### src/rtl/rom_based_temperature_converter.sv
// Celsius/Fahrenheit converter: a constant lookup table addressed by {unit_i, temperature_i},
// read through one output register (one-cycle latency, async active-low clear).
module rom_based_temperature_converter #(
  parameter int ADDR_WIDTH = 9,
  parameter int DATA_WIDTH = 8
) (
  input  logic                  clk_i,
  input  logic                  rst_ni,
  input  logic [DATA_WIDTH-1:0] temperature_i,
  input  logic                  unit_i,
  output logic [DATA_WIDTH-1:0] temperature_o
);

  localparam int ROM_DEPTH = 1 << ADDR_WIDTH;

  // Table entry for a given address; the address MSB selects the direction.
  function automatic logic [DATA_WIDTH-1:0] rom_entry(input int unsigned addr);
    logic [31:0] w_t;
    logic [31:0] w_r;
    w_t = 32'(addr) & ((32'd1 << DATA_WIDTH) - 32'd1);
    if (addr < (32'd1 << DATA_WIDTH)) begin
      if (w_t <= 32'd100) w_r = (w_t * 32'd9 + 32'd2) / 32'd5 + 32'd32;
      else                w_r = 32'd212;
    end else begin
      if (w_t < 32'd32)       w_r = 32'd0;
      else if (w_t > 32'd212) w_r = 32'd100;
      else                    w_r = ((w_t - 32'd32) * 32'd5 + 32'd4) / 32'd9;
    end
    return w_r[DATA_WIDTH-1:0];
  endfunction

  logic [DATA_WIDTH-1:0] w_rom [ROM_DEPTH];
  logic [ADDR_WIDTH-1:0] w_addr;
  logic [DATA_WIDTH-1:0] r_temp;

  if (ADDR_WIDTH != DATA_WIDTH + 1) begin : g_bad_params
    $error("ADDR_WIDTH must equal DATA_WIDTH+1");
  end

  for (genvar gi = 0; gi < ROM_DEPTH; gi++) begin : g_rom
    assign w_rom[gi] = rom_entry(gi);
  end

  assign w_addr = {unit_i, temperature_i};

  always_ff @(posedge clk_i or negedge rst_ni) begin
    if (!rst_ni) r_temp <= '0;
    else         r_temp <= w_rom[w_addr];
  end

  assign temperature_o = r_temp;

endmodule

### config.mk
export PLATFORM = sky130hd
export DESIGN_NAME = rom_based_temperature_converter
export DESIGN_NICKNAME = d
export VERILOG_FILES = /design/src/rtl/rom_based_temperature_converter.sv
export SDC_FILE = /design/constraint.sdc
export NUM_CORES = 1
export LEC_CHECK = 0
export CORE_ASPECT_RATIO = 0.6
export CORE_MARGIN = 1
export CORE_UTILIZATION = 50
export CTS_BUF_LIST = sky130_fd_sc_hd__clkbuf_8
export DETAILED_ROUTE_END_ITERATION = 8
export GPL_TIMING_DRIVEN = 0
export PLACE_DENSITY = 0.7
export SLEW_MARGIN = 20
export SYNTH_ARGS = -nofsm -noshare
export SYNTH_HDL_FRONTEND = slang
export SYNTH_SLANG_ARGS = --single-unit
### constraint.sdc
create_clock -name clk_i -period 0.9 [get_ports clk_i]
set_input_delay 0.09 -clock clk_i [delete_from_list [all_inputs] [get_ports clk_i]]
set_output_delay 0.09 -clock clk_i [all_outputs]
set_load 0.02 [all_outputs]
* Word-level counts from Yosys, hierarchy flattened *
Memories as Yosys holds them, arrays and structs flattened. A register that Yosys moved wholly into a read port is not among the register bits.
Index checks and enable logic that the tools add are counted.

storage, ports and cells
  register bits = 0
  ROM bits = 4096
  output and inout port bits = 8
  word-level logic and storage cells = 3
  memories = 1

memory list
  name             depth  width  rd ports  clocked after memory_dff  wr ports  RTL line  text
  (no name shown)  512    8      1         1                         0         48        else r_temp <= w_rom[w_addr];

cells by class
  bitwise operators = 1
  reduce and logical (&&, ||, !) cells = 1

operator list
  kind                          number
  9-bit NOT with 10-bit output  1
  1-bit logical NOT             1

* Logic depth before layout (Yosys ltp) *
Gate-level depths: netlist (run 1).

  word-level depth = 1
  gate-level depth with buffers = 10
  mapped depth without buffers = 8

* Least setup slack after synthesis (run 1) *
No wires, ideal clock.

  path type = input -> register
  start point = input temperature_i[1]
  end point = register r_temp[3] (netlist: temperature_o[3])
  setup time = 0.120 ns
  arrival time = 1.656 ns
  data required time = 0.780 ns
  path slack = -0.876 ns
  stages = 9
  path through = buf_4 -> inv_1 -> ha_1 -> clkbuf_1 -> or2_2 -> a31oi_1 -> a211oi_1 -> nor3_1 -> a31o_2

on the way
  cells in the longest elaborated chain, start to end = 1

ends and longest elaborated chain
  what                                                RTL line  text
  from (decl)                                         9         input logic [DATA_WIDTH-1:0] temperature_i,
  9-bit NOT with 10-bit output (not written as such)  48
  to (decl)                                           34        logic [DATA_WIDTH-1:0] r_temp;

Every way passes these cells.

* Final worst setup path (run 1) *
  start point = input temperature_i[3]
  end point = register r_temp[3] (netlist: temperature_o[3])

Same word-level chain as after synthesis.

==> results of run 1 <==
[synth_stat cells, drive strengths merged, types with 2 or more instances]
library cell	n	share of area [%]
nand2	39	6.3
ha	19	10
a31oi	7	1.9
dfrtp	8	8.6
and2	2	0.64
a31o	2	0.75
nand2b	16	4.3
a2111oi	3	1.7
mux2i	6	2.6
nor3	9	1.9
nor2b	12	3.3
a22oi	4	1.3
nand3	7	1.5
a32oi	3	1.1
a21o	3	0.96
and3	3	0.80
a211o	2	0.75
or2	4	1.1
o311ai	3	1.1
xor2	2	0.75
a21oi	37	7.9
buf	27	8.6
a21boi	2	0.64
clkbuf	8	1.3
o31ai	3	0.96
mux2	2	0.96
a211oi	7	2.5
or3	2	0.53
nor2	24	4.1
nor4	3	0.80
o22ai	5	1.3
a41oi	2	0.75
o2111ai	2	0.75
inv	11	1.8
a311oi	3	1.1
o21ai	35	7.5
o221ai	6	2.2
[area by class of cell]
class	instances	area, sq um
inverter	11	63.8
multi-input combinational	291	2350
tap	60	75.1
timing repair buffer	46	439
clock buffer	3	41.3
buffer	34	364
sequential	8	200
fill	243	769
[report_power, final]
| group | switching, mW | leakage (nW) | internal (mW) |
|---|---|---|---|
| clock network | 0.177 | 0.0216 | 0.293 |
| logic | 1.21 | 1.26 | 0.842 |
| registers | 0.0101 | 0.0961 | 0.399 |
| total | 1.39 | 1.38 | 1.53 |
[logic make-up (layout without fill, tap and decap cells)]
kind of cell | after synthesis | after routing | synth area share (%)
flip-flops | 8 | 8 | 8.56
AO/OA/AOI/OAI | 138 | 138 | 38.9
multiplexers | 8 | 8 | 3.53
adder cells (fa/ha/maj) | 19 | 19 | 10.2
XOR/XNOR | 3 | 3 | 1.12
AND/OR/NAND/NOR | 123 | 123 | 26.0
buffers and inverters | 46 | 94 | 11.7
[per-layer routing]
metal | routed length (um) | up-vias | global-route usage [%]
met1 | 4410 | 1545 | 56.3
met4 | 1050 | 0 | 18.3
li1 | - | 1371 | -
met3 | 2290 | 158 | 26.1
met2 | 4540 | 435 | 64.5
met5 | 0 | - | 0
[metrics by stage]
| step | setup slack (ns) | TNS (ns) | utilization [%] |
|---|---|---|---|
| after floorplan | -0.749 | -4.30 | - |
| after global placement | -2.10 | -14.01 | 63.2 |
| after detailed placement | -2.05 | -14.10 | 63.2 |
| after CTS | -0.788 | -4.07 | 73.7 |
| after global routing | -0.832 | -4.83 | 82.1 |
| final | -0.852 | -4.74 | 82.1 |
[timing repair]
item                                    4_1_cts  5_1_grt
gates resized for setup                     137       70
endpoints found under the setup margin       16        8
gates cloned                                  1        1
pin swaps                                    16       37
buffers inserted                             20       10
hold endpoints to repair                      0        0
[cell usage in the layout (no fill, tap or decap), drive strengths merged, types with 8 or more instances in the layout]
cell / count
a21oi: 37
buf: 67
clkbuf: 13
dfrtp: 8
ha: 19
inv: 9
nand2: 39
nand2b: 16
nor2: 24
nor2b: 12
nor3: 9
o21ai: 35
[final timing paths]
kind | from | end | cells after the start
max | temperature_i[3] | temperature_o[3]$_DFF_PN0_ | 10
min | rst_ni | temperature_o[5]$_DFF_PN0_ | 1
max in group asynchronous | rst_ni | temperature_o[4]$_DFF_PN0_ | 1
min in group clk_i | temperature_i[7] | temperature_o[7]$_DFF_PN0_ | 3
==> flow_metrics.py, run 1 <==
metrics = {
    "worst_setup_path": {
        "cp_cell_sequence": "buf_8, buf_12, buf_12, buf_12, nor2b_2, nand2_1, o21ai_0, o21ai_1, nor3_2, a31o_2",
        "critPathKind": "input port to flip-flop",
        "crit_fanout": 5,
        "cp_data_arrival_time_ns": 1.93,
        "slowest_delay_ns": 0.33,
        "crit_required_ns": 1.08,
        "path_buf_inv": 4,
        "cp_slowest_cell": "nor3_2",
        "end_kind": "flip-flop",
        "worst_path_most_repeated_cell": "buf_12",
        "cp-start-kind": "input port",
        "crit_family": "simple AND/OR/NAND/NOR gates",
    },
    "detailed_routing": {
        "first_pass_iters": 9,
        "drc_errors": 0,
        "vias_per_cell": 7.75,
        "finalWirelength_um": 12300,
        "wl_per_cell_um": 27.2,
        "final_antenna_net_count": 0,
        "num_vias": 3509,
        "drtIter0Drc": 922,
    },
    "floorplanning": {
        "design.core.area_sq_um": 4300,
        "start_util_pct": 54.4,
        "fp.dieArea_sq_um": 4970,
        "die_h_um": 55.0,
        "ios": 19,
        "die-width_um": 90.3,
        "rows": 18,
    },
    "placement": {
        "dpl.hpwl_um": 7160,
        "numPlacedInstances": 422,
        "placed_area_sq_um": 2720,
        "place_congestion": 1.04,
        "port_buffers": 17,
    },
    "cells_and_area": {
        "largest_register_ffs": 8,
        "area_delta_synth_final_pct": 51.0,
        "diodes": 0,
        "layoutNonFillerInstCount": 453,
        "nets": 425,
        "stdcell_area_sq_um": 3530,
        "drive_gt1_share_pct": 43.3,
    },
    "sta": {
        "slew_viol_final": 0,
        "fin_ws_ns": -0.852,
        "finalSetupViolCount": 8,
        "fmax_mhz": 571,
        "hold_ws_ns": 0.140,
        "rsz0062_at_grt": "true",
        "hold_viol": 0,
        "worstMarginPinSlew_ns": 0.658,
        "slew_headroom_pct": 56.1,
        "period_needed_ns": 1.75,
        "timing.final.crit_share_pct": 195,
    },
    "yosys": {
        "synth_flop_cell": "dfrtp_1",
        "ys_seq_area_share_pct": 8.56,
        "synth_area_per_cell_sq_um": 6.78,
        "synth_edf_count": 0,
        "netlist_area_sq_um": 2340,
        "yosys_warnings": 0,
        "synth_cell_types": 62,
        "postSynthCellCount": 345,
        "async_flop_share_pct": 100,
        "yosys_register_bits": 8,
        "syn_nets": 375,
    },
    "global_routing": {
        "grt_pass1_wl_um": 16800,
        "grt-ovfl-total": 0,
        "antenna_found_initial": 0,
        "grtUsageTotal_pct": 45.4,
        "grt_max_degree": 15,
        "grt_pass1_vias": 3030,
    },
    "pwr": {
        "power_mw": 2.93,
        "power.leakage_nw": 1.38,
        "ir_drop_uv": 587,
        "power.density_nw_per_um2": 829,
    },
    "run_status": {
        "outcome": "finished, violations left",
        "violations": "negative setup slack",
    },
    "clocking": {
        "path_clk_slew_ns": 0.05,
        "cts_tree": "built",
        "root_buffer": "clkbuf_8",
        "h-tree-depth": 1,
        "cts_buffer_depth": 2,
        "cts_sinks": 8,
        "cts_buffers": 3,
        "hold_buffers": 0,
    },
    "hold_path": {
        "min_path_type": "input port to async pin",
    },
    "flow_run": {
        "maxCapViolations": 0,
    },
}
(Power assumes the default switching activity.)
==> run 2: changes to the inputs <==
TNS_END_PERCENT = 1   (was default)
==> run 2 against run 1 <==
Effect of this change: via count shrank 11%; the run still ends with negative setup slack left; largest cell class unchanged; hold slack gained 0.019 ns; sequential share of layout area is 0.88 points higher; routed wire length is 17% lower; global-route usage down 3.9 points; first-iteration DRC count is 24% lower; highest routed layer unchanged.
==> flow_metrics.py, run 2 (synthesis gave the netlist of run 1 again) <==
metrics = {
    "hold_path": {
        "min_path_type": "input port to async pin",
    },
    "floorplanning": {
        "die-width_um": 90.3,
        "ios": 19,
        "die_h_um": 55.0,
        "rows": 18,
        "fp.dieArea_sq_um": 4970,
        "design.core.area_sq_um": 4300,
        "start_util_pct": 54.4,
    },
    "worst_setup_path": {
        "end_kind": "flip-flop",
        "crit_required_ns": 1.00,
        "critPathKind": "input port to flip-flop",
        "crit_path_start": "temperature_i[2]",
        "crit_fanout": 10,
        "cp-start-kind": "input port",
        "cp_data_arrival_time_ns": 1.75,
        "endpoint": "temperature_o[2]$_DFF_PN0_",
    },
    "pwr": {
        "power.leakage_nw": 1.20,
        "power_mw": 2.52,
        "power.density_nw_per_um2": 825,
        "ir_drop_uv": 594,
    },
    "clocking": {
        "hold_buffers": 0,
        "cts_buffers": 3,
        "cts_tree": "built",
        "h-tree-depth": 1,
        "path_clk_slew_ns": 0.04,
        "root_buffer": "clkbuf_8",
        "cts_sinks": 8,
        "cts_buffer_depth": 2,
    },
    "sta": {
        "finalSetupViolCount": 8,
        "hold_viol": 0,
        "period_needed_ns": 1.65,
        "slew_viol_final": 0,
        "rsz0062_at_grt": "true",
        "fmax_mhz": 605,
        "worstMarginPinSlew_ns": 0.544,
        "hold_ws_ns": 0.159,
        "fin_setup_tns_ns": -4.46,
        "fin_ws_ns": -0.752,
        "timing.final.crit_share_pct": 184,
        "slew_headroom_pct": 63.7,
    },
    "detailed_routing": {
        "num_vias": 3116,
        "drtIter0Drc": 700,
        "drc_errors": 0,
        "vias_per_cell": 7.16,
        "final_antenna_net_count": 0,
        "wl_per_cell_um": 23.3,
        "first_pass_iters": 7,
        "finalWirelength_um": 10200,
    },
    "cells_and_area": {
        "area_delta_synth_final_pct": 30.6,
        "largest_register_ffs": 8,
        "diodes": 0,
        "stdcell_area_sq_um": 3060,
        "layout_commonest_cell": "nand2_1",
        "layout_common_cells": "nand2_1, a21oi_1, o21ai_0",
        "drive_gt1_share_pct": 31.5,
        "nets": 407,
    },
    "run_status": {
        "violations": "negative setup slack",
        "outcome": "finished, violations left",
    },
    "placement": {
        "dpl.hpwl_um": 7140,
        "pre_cts_ws_ns": -1.98,
        "port_buffers": 17,
        "place_congestion": 1.06,
        "placed_area_sq_um": 2660,
    },
    "global_routing": {
        "grt_max_degree": 15,
        "grtUsageTotal_pct": 41.4,
        "grt_pass1_vias": 2751,
        "antenna_found_initial": 0,
        "grt_pass1_wl_um": 15400,
        "grt-ovfl-total": 0,
    },
    "flow_run": {
        "maxCapViolations": 0,
    },
}
run 2: changes by cell type in the layout (fill, tap and decap cells not counted), moves of 3 or more:
cell / change
buf_4: -15
o21ai_0: +5
a21oi_1: +4
buf_12: -4
a21oi_2: -3
nand2b_4: -3
nor2b_1: +3
nor2b_2: -3
run 2: repair_timing:
item,CTS,global route
pin swaps,11,6
buffers inserted,10,0
resized for setup,112,45
setup endpoints to repair,16,8
run 2: worst min-delay path by stage:
stage | from | to | slack (ns) | depth (start not counted)
floorplan | rst_ni | temperature_o[0]$_DFF_PN0_ | -0.21 | 0
global placement | rst_ni | temperature_o[0]$_DFF_PN0_ | 0.40 | 1
detailed placement | rst_ni | temperature_o[0]$_DFF_PN0_ | 0.41 | 1
CTS | rst_ni | temperature_o[7]$_DFF_PN0_ | 0.16 | 1
global route | rst_ni | temperature_o[7]$_DFF_PN0_ | 0.18 | 1
finish | rst_ni | temperature_o[7]$_DFF_PN0_ | 0.16 | 1
run 2: final cells by class:
type	count	area [sq um]
inverters	11	56.3
flip-flops and latches	8	200
repair buffers	27	230
plain buffers	35	344
well taps	60	75.1
clock buffers	3	41.3
multi-input cells	291	2110
fillers	354	1250
run 2: worst max-delay path, stage by stage:
cell and delay (ns):
buf_4 0.18, buf_6 0.18, nor2b_1 0.40, nand2_1 0.14
o21ai_1 0.27, a2111oi_2 0.12, nor4_1 0.37
run 2: per-stage QoR:
stage / cells / utilization, %
after global routing: 435 / 71.0
final: 435 / 71.0
after global placement: 422 / 61.7
after floorplan: 345 / -
after detailed placement: 422 / 61.7
after CTS: 435 / 67.7
run 2: metal layers:
layer | GRT usage [%] | vias up | part of all wire [%]
met5 | 0 | - | 0
met4 | 13.2 | 0 | 4.3
met3 | 20.2 | 70 | 18
met2 | 59.5 | 306 | 38
met1 | 54.3 | 1406 | 40
li1 | - | 1334 | -
run 2: report_power, final:
part | switching (mW) | internal [mW]
Combinational | 0.996 | 0.669
Sequential | 0.0104 | 0.399
Clock | 0.155 | 0.291
Total | 1.16 | 1.36
